--- src/rtl/buttons_pkg.sv ---
// Shared types for the button event unit: event kinds, per-button FSM states and the queued event record.
package buttons_pkg;

  typedef enum logic [1:0] {
    PRESS   = 2'd0,
    RELEASE = 2'd1,
    LONG    = 2'd2,
    REPEAT  = 2'd3
  } event_kind_t;

  typedef enum logic [1:0] {
    IDLE    = 2'd0,
    PRESSED = 2'd1,
    HELD    = 2'd2
  } button_state_t;

  // Index width of the queued record, sized for the default four buttons.
  localparam int BUTTON_IDX_W = 2;

  typedef struct packed {
    logic [BUTTON_IDX_W-1:0] button;
    event_kind_t             kind;
  } button_event_t;

  function automatic int max_int(input int a, input int b);
    return (a > b) ? a : b;
  endfunction

endpackage

--- src/rtl/button_event_fsm.sv ---
// Per-button press/release/long/repeat FSM with its one-entry pending event slot.
// Auto-repeat in HELD is built only when BUTTONS_AUTOREPEAT_EN is defined.
module button_event_fsm
  import buttons_pkg::*;
#(
  parameter int LONG_PRESS_TICKS = 5_000_000,
  parameter int REPEAT_TICKS     = 1_000_000
) (
  input  logic        clk,
  input  logic        rst,
  input  logic        level,
  input  logic        slot_clear,
  output logic        slot_valid,
  output event_kind_t slot_kind,
  output logic        drop
);

  localparam int CNT_W = $clog2(max_int(LONG_PRESS_TICKS, REPEAT_TICKS));
  localparam logic [CNT_W-1:0] LONG_LAST = CNT_W'(LONG_PRESS_TICKS - 1);
`ifdef BUTTONS_AUTOREPEAT_EN
  localparam logic [CNT_W-1:0] REPEAT_LAST = CNT_W'(REPEAT_TICKS - 1);
`endif

  button_state_t state_q, state_d;
  logic [CNT_W-1:0] cnt_q, cnt_d;
  logic        slot_valid_q, slot_valid_d;
  event_kind_t slot_kind_q, slot_kind_d;
  logic        gen;
  event_kind_t gen_kind;

  always_comb begin
    state_d      = state_q;
    cnt_d        = cnt_q;
    gen          = 1'b0;
    gen_kind     = PRESS;
    slot_valid_d = slot_valid_q;
    slot_kind_d  = slot_kind_q;
    drop         = 1'b0;

    case (state_q)
      IDLE: begin
        if (level) begin
          state_d  = PRESSED;
          cnt_d    = '0;
          gen      = 1'b1;
          gen_kind = PRESS;
        end
      end
      PRESSED: begin
        if (!level) begin
          state_d  = IDLE;
          cnt_d    = '0;
          gen      = 1'b1;
          gen_kind = RELEASE;
        end else if (cnt_q == LONG_LAST) begin
          state_d  = HELD;
          cnt_d    = '0;
          gen      = 1'b1;
          gen_kind = LONG;
        end else begin
          cnt_d = cnt_q + CNT_W'(1);
        end
      end
      HELD: begin
        if (!level) begin
          state_d  = IDLE;
          cnt_d    = '0;
          gen      = 1'b1;
          gen_kind = RELEASE;
        end
`ifdef BUTTONS_AUTOREPEAT_EN
        else if (cnt_q == REPEAT_LAST) begin
          cnt_d    = '0;
          gen      = 1'b1;
          gen_kind = REPEAT;
        end else begin
          cnt_d = cnt_q + CNT_W'(1);
        end
`endif
      end
      default: state_d = IDLE;
    endcase

    // A slot being pushed this cycle counts as free for a new event.
    if (slot_clear) slot_valid_d = 1'b0;
    if (gen) begin
      if (slot_valid_q && !slot_clear) begin
        drop = 1'b1;
      end else begin
        slot_valid_d = 1'b1;
        slot_kind_d  = gen_kind;
      end
    end
  end

  always_ff @(posedge clk) begin
    if (rst) begin
      state_q      <= IDLE;
      cnt_q        <= '0;
      slot_valid_q <= 1'b0;
      slot_kind_q  <= PRESS;
    end else begin
      state_q      <= state_d;
      cnt_q        <= cnt_d;
      slot_valid_q <= slot_valid_d;
      slot_kind_q  <= slot_kind_d;
    end
  end

  assign slot_valid = slot_valid_q;
  assign slot_kind  = slot_kind_q;

endmodule

--- src/rtl/buttons_event_unit.sv ---
// Button event unit top: per-button FSMs, fixed-priority arbiter, event FIFO and sticky overflow flag.
// Optional auto-repeat is enabled by defining BUTTONS_AUTOREPEAT_EN.
module buttons_event_unit
  import buttons_pkg::*;
#(
  parameter int BUTTON_COUNT     = 4,
  parameter int LONG_PRESS_TICKS = 5_000_000,
  parameter int REPEAT_TICKS     = 1_000_000,
  parameter int FIFO_DEPTH       = 8
) (
  input  logic                            clk,
  input  logic                            rst,
  input  logic [BUTTON_COUNT-1:0]         buttons,
  output logic                            event_valid,
  output logic [$clog2(BUTTON_COUNT)-1:0] event_button,
  output event_kind_t                     event_kind,
  input  logic                            event_pop,
  output logic                            overflow,
  input  logic                            overflow_clear
);

  localparam int IDX_W = $clog2(BUTTON_COUNT);
  localparam int AW    = $clog2(FIFO_DEPTH);
  localparam int PW    = AW + 1;

  logic [BUTTON_COUNT-1:0] slot_valid, slot_clear, drop;
  event_kind_t             slot_kind [BUTTON_COUNT];

  for (genvar gi = 0; gi < BUTTON_COUNT; gi++) begin : g_btn
    button_event_fsm #(
      .LONG_PRESS_TICKS(LONG_PRESS_TICKS),
      .REPEAT_TICKS    (REPEAT_TICKS)
    ) u_fsm (
      .clk       (clk),
      .rst       (rst),
      .level     (buttons[gi]),
      .slot_clear(slot_clear[gi]),
      .slot_valid(slot_valid[gi]),
      .slot_kind (slot_kind[gi]),
      .drop      (drop[gi])
    );
  end

  button_event_t   mem_q [FIFO_DEPTH];
  button_event_t   mem_d [FIFO_DEPTH];
  logic [PW-1:0]   wr_ptr_q, wr_ptr_d, rd_ptr_q, rd_ptr_d;
  logic            overflow_q, overflow_d;
  logic [IDX_W-1:0] win_idx;
  logic            win_found, fifo_empty, fifo_full, do_pop, do_push;
  button_event_t   head;

  // Lowest-indexed full slot wins; scanning downward leaves the lowest one last.
  always_comb begin
    win_idx   = '0;
    win_found = 1'b0;
    for (int i = BUTTON_COUNT - 1; i >= 0; i--) begin
      if (slot_valid[i]) begin
        win_idx   = IDX_W'(i);
        win_found = 1'b1;
      end
    end
  end

  assign fifo_empty = (wr_ptr_q == rd_ptr_q);
  assign fifo_full  = (wr_ptr_q[AW] != rd_ptr_q[AW]) && (wr_ptr_q[AW-1:0] == rd_ptr_q[AW-1:0]);
  assign do_pop     = event_pop && !fifo_empty;
  assign do_push    = win_found && (!fifo_full || do_pop);
  assign slot_clear = do_push ? (BUTTON_COUNT'(1) << win_idx) : '0;

  always_comb begin
    mem_d    = mem_q;
    wr_ptr_d = wr_ptr_q;
    rd_ptr_d = rd_ptr_q;
    if (do_push) begin
      mem_d[wr_ptr_q[AW-1:0]] = '{button: BUTTON_IDX_W'(win_idx), kind: slot_kind[win_idx]};
      wr_ptr_d = wr_ptr_q + PW'(1);
    end
    if (do_pop) rd_ptr_d = rd_ptr_q + PW'(1);
    overflow_d = (|drop) ? 1'b1 : (overflow_clear ? 1'b0 : overflow_q);
  end

  always_ff @(posedge clk) begin
    if (rst) begin
      mem_q      <= '{default: '0};
      wr_ptr_q   <= '0;
      rd_ptr_q   <= '0;
      overflow_q <= 1'b0;
    end else begin
      mem_q      <= mem_d;
      wr_ptr_q   <= wr_ptr_d;
      rd_ptr_q   <= rd_ptr_d;
      overflow_q <= overflow_d;
    end
  end

  assign head         = mem_q[rd_ptr_q[AW-1:0]];
  assign event_valid  = !fifo_empty;
  assign event_button = fifo_empty ? '0 : IDX_W'(head.button);
  assign event_kind   = fifo_empty ? PRESS : head.kind;
  assign overflow     = overflow_q;

endmodule

--- config.mk ---
export PLATFORM = sky130hd
export DESIGN_NAME = buttons_event_unit
export DESIGN_NICKNAME = d
export VERILOG_FILES = /design/src/rtl/buttons_pkg.sv /design/src/rtl/button_event_fsm.sv /design/src/rtl/buttons_event_unit.sv
export SDC_FILE = /design/constraint.sdc
export NUM_CORES = 1
export LEC_CHECK = 0
export CAP_MARGIN = 20
export CELL_PAD_IN_SITES_DETAIL_PLACEMENT = 0
export CELL_PAD_IN_SITES_GLOBAL_PLACEMENT = 1
export CORE_UTILIZATION = 44
export DETAILED_ROUTE_END_ITERATION = 7
export PLACE_DENSITY_LB_ADDON = 0.1
export SYNTH_ARGS = -nofsm -noshare
export SYNTH_HDL_FRONTEND = slang
export SYNTH_HIERARCHICAL = 1
export SYNTH_SLANG_ARGS = --single-unit
--- constraint.sdc ---
create_clock -name clk -period 2.2 [get_ports clk]
set_input_delay 0.22 -clock clk [delete_from_list [all_inputs] [get_ports clk]]
set_output_delay 0.22 -clock clk [all_outputs]
set_load 0.02 [all_outputs]
# Yosys cells after proc, flatten, opt, wreduce, memory -nomap -nowiden
# Cells that the tools add are included.
# Widths: inputs -> output; s select.
dict set report totals {
  regBits 153
  inputBits 8
  out_inout_bits 6
  elab_cells 235
}
dict set report classes {
  add_sub_neg 6
  order_cmp 4
  eq_ne 27
  shift 1
  mux 118
  bitwise_logic 7
  n_reduce_logical 37
}
# cell count
set op_table {}
lappend op_table {{$mux 23} 16}
lappend op_table {{$pmux 23 s3} 4}
lappend op_table {{$add 23x1->23 const B} 4}
lappend op_table {{$eq 23x23->1 const B} 4}
lappend op_table {{$mux 2} 32}
lappend op_table {{$mux 1} 46}
lappend op_table {{$bwmux 32} 1}
lappend op_table {{$pmux 2 s3} 4}
lappend op_table {{$reduce_and 3->1} 8}
lappend op_table {{$mux 4} 4}
lappend op_table {{$ne 2x2->1 const B} 8}
lappend op_table {{$pmux 2 s2} 4}
lappend op_table {{$bmux 4 s3} 1}
lappend op_table {{$demux 4 s3} 1}
lappend op_table {{$ne 3x2->1 const B} 4}
lappend op_table {{$pmux 1 s3} 4}
lappend op_table {{$reduce_bool 3->1} 4}
lappend op_table {{$add 4x1->4 const B} 2}
lappend op_table {{$eq 2x1->1 const B} 4}
lappend op_table {{$eq 2x2->1 const B} 4}
lappend op_table {{$ge 4x4->1 const B} 2}
lappend op_table {{$logic_and 1x1->1} 8}
lappend op_table {{$logic_not 2->1} 4}
lappend op_table {{$not 3->4} 2}
lappend op_table {{14 further kinds} 25}

# Logic depth before layout (Yosys ltp)
# Gate-level depths: netlist (run 1).
dict set report logic_depth {
  ltp_word 12
  mapped_depth 11
  depth_no_buf 9
}

# Cells and area by module
# Netlist (run 1), hierarchy kept.
# module n_inst cells_each area_per_inst_um2 seq_area_each_um2
set by_module_without_submodules {}
lappend by_module_without_submodules {{button_event_fsm at g_btn[0].u_fsm ...} 3 175 1512.7 560.5}
lappend by_module_without_submodules {buttons_event_unit 1 235 2316.0 820.8}
lappend by_module_without_submodules {{button_event_fsm at g_btn[1].u_fsm} 1 195 1577.8 560.5}

# Worst setup path before layout (run 1)
# Ideal clock, no wire load.
dict set report synth_path {
  path_type {flip-flop to flip-flop}
  startpoint {register wr_ptr_q[0]}
  endpoint {register g_btn[3].u_fsm.slot_kind_q[1]}
  setup_ns 0.132
  t_arrival_ns 2.030
  t_required_ns 2.068
  path_slack_ns 0.038
  path_stages_with_launch 12
  path_buffers 2
  synth_period_minus_slack_ns 2.162
  path_cell_list {dfxtp_1 buf_4 xor2_2 or3_1 clkbuf_1 nor2_1 nor4_1 nand2b_1 nand3_1 nor2_1 a311oi_1 nor3_1}
}
dict set report synth_via {
  elab_chain_cells 10
  elab_cells_between_ends 13
  cone_classes {2 x eq/ne; 1 x mux; 1 x bitwise; 9 x reduce/logical}
}
# item line_no
set synth_rtl {}
lappend synth_rtl {{start: declaration} buttons_event_unit.sv:46} ;# logic [PW-1:0] wr_ptr_q, wr_ptr_d, rd_ptr_q, rd_ptr_d;
lappend synth_rtl {{start signal: assignment} buttons_event_unit.sv:90} ;# wr_ptr_q <= wr_ptr_d;
lappend synth_rtl {{$eq 4x4->1 or $eq 3x3->1 (tied branches)} {buttons_event_unit.sv:64, buttons_event_unit.sv:65}}
lappend synth_rtl {{$logic_not 1->1 or $logic_and 1x1->1 (tied branches)} {buttons_event_unit.sv:66, buttons_event_unit.sv:65}}
lappend synth_rtl {{$logic_and 1x1->1 or $logic_not 1->1 (tied branches)} {buttons_event_unit.sv:66, buttons_event_unit.sv:67}}
lappend synth_rtl {{$logic_or 1x1->1 *} buttons_event_unit.sv:67} ;# assign do_push = win_found && (!fifo_full || do_pop);
lappend synth_rtl {{$logic_and 1x1->1 *} buttons_event_unit.sv:67}
lappend synth_rtl {{$mux 4 *} buttons_event_unit.sv:68} ;# assign slot_clear = do_push ? (BUTTON_COUNT'(1) << win_idx) : '0;
lappend synth_rtl {{via slot_clear[3]} buttons_event_unit.sv:26} ;# logic [BUTTON_COUNT-1:0] slot_valid, slot_clear, drop;
lappend synth_rtl {{$logic_not 1->1 *} button_event_fsm.sv:87} ;# if (slot_valid_q && !slot_clear) begin
lappend synth_rtl {{$logic_and 1x1->1 *} button_event_fsm.sv:87}
lappend synth_rtl {{$not 1->1 (no line) *} --}
lappend synth_rtl {{$reduce_and 2->1 (no line) *} --}
lappend synth_rtl {{end signal: assignment} button_event_fsm.sv:106} ;# slot_kind_q <= slot_kind_d;
lappend synth_rtl {{end: declaration} button_event_fsm.sv:27} ;# event_kind_t slot_kind_q, slot_kind_d;
# The timed path passes the listed nets; every way through them passes the cells marked *.
# A chain may end at the register's enable or synchronous reset.

# Worst setup path after layout (run 1)
dict set report layout_path {
  startpoint {register rd_ptr_q[1]}
  endpoint {output port event_kind[0]}
}
dict set report layout_via {
  elab_chain_cells 5
  elab_cells_between_ends 6
  cone_classes {1 x eq/ne; 4 x mux; 1 x bitwise}
}
# item line_no
set layout_rtl {}
lappend layout_rtl {{start: declaration} buttons_event_unit.sv:46}
lappend layout_rtl {{start signal: assignment} buttons_event_unit.sv:91} ;# rd_ptr_q <= rd_ptr_d;
lappend layout_rtl {{$not 3->4 (implied by the code)} buttons_event_unit.sv:96} ;# assign head = mem_q[rd_ptr_q[AW-1:0]];
lappend layout_rtl {{$bmux 4 s3} buttons_event_unit.sv:96}
lappend layout_rtl {{$mux 4 (implied by the code) (2 in a row)} buttons_event_unit.sv:96}
lappend layout_rtl {{$mux 2 *} buttons_event_unit.sv:99} ;# assign event_kind = fifo_empty ? PRESS : head.kind;
lappend layout_rtl {{end: declaration} buttons_event_unit.sv:16} ;# output event_kind_t event_kind,
# Every way passes the cells marked *; elsewhere a longest branch is shown, timed or not. The select of a mux whose other input is x is not followed.

==> summary.md, run 1 <==
| Metric | Value |
|---|---|
| Status | `completed` |
| Hpwl dp | `13.7 mm` |
| Max Cap Viol | `0` |
| TritonCTS Buffers | `17` |
| Fmax | `462 MHz` |
| Wire per inst | `15.1 µm` |
| First-pass iteration count of the detailed router | `7` |
| Slew headroom | `0.459` |
| Seq/Total Area, Yosys | `0.363` |
| Net Sw Power | `2.14 mW` |
| Startpoint type of the worst setup path | `flop` |
| Clk_lat worst skew | `430 ps` |
| Combinational share of power | `0.203` |
| Final Power | `7.73 mW` |
| Core area | `0.0188 mm²` |
| CP bufs+invs | `2` |
| Top_reg_cell synth | `dfxtp_1` |
| # hold bufs at CTS | `0` |
| Fin util | `0.531` |
| Die height | `140 µm` |
| Number of nets with antenna violations after routing | `0` |
| Final setup vio count | `0` |
| Slew of the pin with the lowest slew margin | `810 ps` |
| Post-synth ARST share | `0` |
| 1st-iter DRT viols | `354` |
| Drt drc | `0` |
| Root buffer cell | `clkbuf_16` |
| GRT met2 Usage | `0.350` |
| Synth cell types | `75` |
| Static leakage | `3.45 nW` |
| Synth area leaders | `dfxtp_1 36%, nor2_1 5.1%, xor2_1 4.7%` |
| First-pass GRT wire length | `33.2 mm` |
| Port-buffer cells | `13` |
| Vias per inst | `5.60` |
| Routability cong. | `0.844` |
| Share of the synthesized area in the top cell type | `0.363` |
| Fillers | `1,741` |
| H-tree levels | `4` |
| Vias | `7,138` |
| Number of global-route vias before repair | `6,979` |
| Clock skew | `9.45 ps` |
| Routed WL | `19.3 mm` |
| Post-synth net total | `989` |
| Post-Synthesis Cells | `955` |
| Worst min path class | `input pin to flop` |
| Cell accounting for the most synthesized area | `dfxtp_1` |
| RSZ-0062 raised after global routing | `yes` |
| EDFF count, synth | `0` |
| Ports | `14` |
| Initial core utilization | `0.449` |
| Yosys synthesis warning count | `6` |
| CP top delay family | `simple AND/OR/NAND/NOR gates` |
| Syn_area_per_cell | `8.83 µm²` |
| Site Rows | `50` |
| Setup TNS | `0 ps` |
| Layout Nets | `1,062` |
| Period minus WS final | `2160 ps` |
| PD cells | `776 mW/mm²` |
| Die ar. | `0.0197 mm²` |
| Largest net degree at the start of global routing | `44` |
| CP endpoint kind | `primary output` |
| Worst-path fanout max | `5` |
| Fin. max-slew vios | `0` |
| Largest stage delay on the critical path | `420 ps` |
| Synth Cell Area | `0.00843 mm²` |
| Slowest-stage cell, CP | `or3_4` |
| GR Util met1 | `0.260` |
| Die width | `140 µm` |
| Share of cells above drive strength 1 | `0.185` |
| Overall routing resource usage | `0.206` |
| Final worst path period share | `0.983` |
| Initial antenna violation count | `0` |
| CTS sink count | `153` |
| CTS Buffer Depth | `2` |
| TritonCTS clock tree | `yes` |
| Data required, critical path | `1980 ps` |
| Critical path data arrival time | `1940 ps` |
| Switching part of the total | `0.277` |
| Clock network power share | `0.415` |
| Crit path cell chain | `xor2_2, or3_4, nor2_2, buf_4, nor2_1, clkdlybuf4s15_2` |
| N_diodes | `0` |
| Final Hold Violating Endpoints | `0` |
| Reg clk slew, reported paths | `60 ps` |
| Worst VDD drop | `0.542 mV` |
| Met3 usage | `0.0424` |
| Area grow syn2layout | `18.1%` |
| Flop pwr share | `0.382` |
| Worst setup path class | `flop to primary output` |
| Top Usage Layer GRT | `met2` |
| Overflow after GRT | `0` |
| Pint | `5.59 mW` |
| #FFs+latches synth | `153` |
## cells in the final DEF, fill, tap and decap left out, types with 12 or more instances in the layout
master / Yosys / final
a21oi_1: 40 / 40
a31oi_1: 14 / 14
buf_4: 2 / 73
clkbuf_16: 0 / 17
dfxtp_1: 153 / 150
ha_1: 26 / 26
inv_1: 45 / 45
mux2i_1: 29 / 29
nand2_1: 75 / 75
nand2b_1: 28 / 28
nand3_1: 64 / 64
nand4_1: 35 / 35
nor2_1: 114 / 112
nor2b_1: 12 / 12
o21ai_0: 18 / 18
o32ai_1: 17 / 17
xnor2_1: 13 / 13
xor2_1: 45 / 45
## cell usage after synthesis (7+ instances only)
cell	instances
clkbuf_1	22
a31oi_1	14
o32ai_1	17
mux2_2	7
mux2i_1	29
or4_1	10
and3_1	10
nand3_1	64
mux4_2	8
nand2_1	75
buf_2	7
nor2_1	114
xnor2_1	13
inv_1	45
and4_1	10
a21oi_1	40
o21ai_0	18
nor3_1	9
dfxtp_1	153
nand4_1	35
xor2_1	45
ha_1	26
nor2b_1	12
nand2b_1	28
## per-layer routing
| metal | share of wire | routed length [µm] |
|---|---|---|
| met5 | 0 | 0 |
| met4 | 0.013 | 244 |
| met3 | 0.027 | 518 |
| met2 | 0.48 | 9350 |
| met1 | 0.48 | 9170 |
## timing repair
item / CTS / global route
gates cloned: 1 / 0
pin swaps: 0 / 0
gates resized for setup: 21 / 13
buffers inserted: 2 / 0
setup endpoints to repair: 6 / 11
## power groups by stage
stage | logic (mW) | clock network, mW | registers (mW)
floorplan | 0.986 | 0 | 2.97
global placement | 1.46 | 0 | 2.99
detailed placement | 1.50 | 0 | 3.00
CTS | 1.55 | 3.29 | 2.95
global route | 1.70 | 3.41 | 2.97
finish | 1.57 | 3.20 | 2.96
## stage by stage
stage          cells  hold slack [ps]  worst slack (ps)  instance area [µm²]
2_1_floorplan    955              338              38.0                 8430
3_3_place_gp    1240              456              76.6                 9270
3_5_place_dp    1240              466              13.5                 9270
4_1_cts         1274              313             -3.93                 9960
5_1_grt         1274              357             -26.8                 9960
6_report        1274              331              36.5                 9960
## layout make-up
class                           instances  area (µm²)  share of cell area
Clock buffer                           19         443              0.0445
Clock inverter                         12         198              0.0198
Inverter                               45         169              0.0170
Multi-Input combinational cell        719        5030               0.505
Sequential cell                       153        3070               0.308
Tap cell                              234         293              0.0294
Timing Repair Buffer                   92         761              0.0764
## logic make-up after synthesis
logic type	synth area share
mux	0.0651
compound gates	0.137
simple gates	0.285
fa+ha+maj	0.0386
flops	0.363
buf+inv	0.0433
xor+xnor	0.0674
## final timing paths
| kind | slack [ps] | endpoint | cells past startpoint | start |
|---|---|---|---|---|
| worst max-delay path | 40 | event_kind[0] | 6 | rd_ptr_q[1]$_SDFFE_PP0P_ |
| worst min-delay path | 330 | g_btn[3].u_fsm/cnt_q[2]$_SDFFE_PP0P_ | 2 | rst |
| worst max register to register | 90 | g_btn[3].u_fsm/slot_kind[1]$_SDFFE_PP0P_ | 6 | g_btn[3].u_fsm/cnt_q[7]$_SDFFE_PP0P_ |
| worst min register to register | 470 | mem_q[2]$_SDFFE_PP0P_ | 2 | mem_q[2]$_SDFFE_PP0P_ |
## flip-flops by register name (all words and copies together), names as in the netlist
register / flops
overflow: 1
g_btn.u_fsm/state_q: 8
g_btn.u_fsm/slot_kind: 8
g_btn.u_fsm/slot_valid: 4
mem_q: 32
g_btn.u_fsm/cnt_q: 92
wr_ptr_q: 4
rd_ptr_q: 4
## worst reg2reg max path: cells and delay by family (launching register included)
| family | cells | cell delay, ps |
|---|---|---|
| AND/OR/NAND/NOR | 3 | 910 |
| AO/OA/AOI/OAI | 2 | 520 |
| buffers and inverters | 1 | 200 |
| flip-flops | 1 | 370 |
No activity file was read; power rests on OpenSTA's default activity.
==> run 2, diff against run 1 <==
CAP_MARGIN = unset   (was 20)
==> results of run 2 <==
The final DEF is identical to that of run 1; final timing and power are the same.
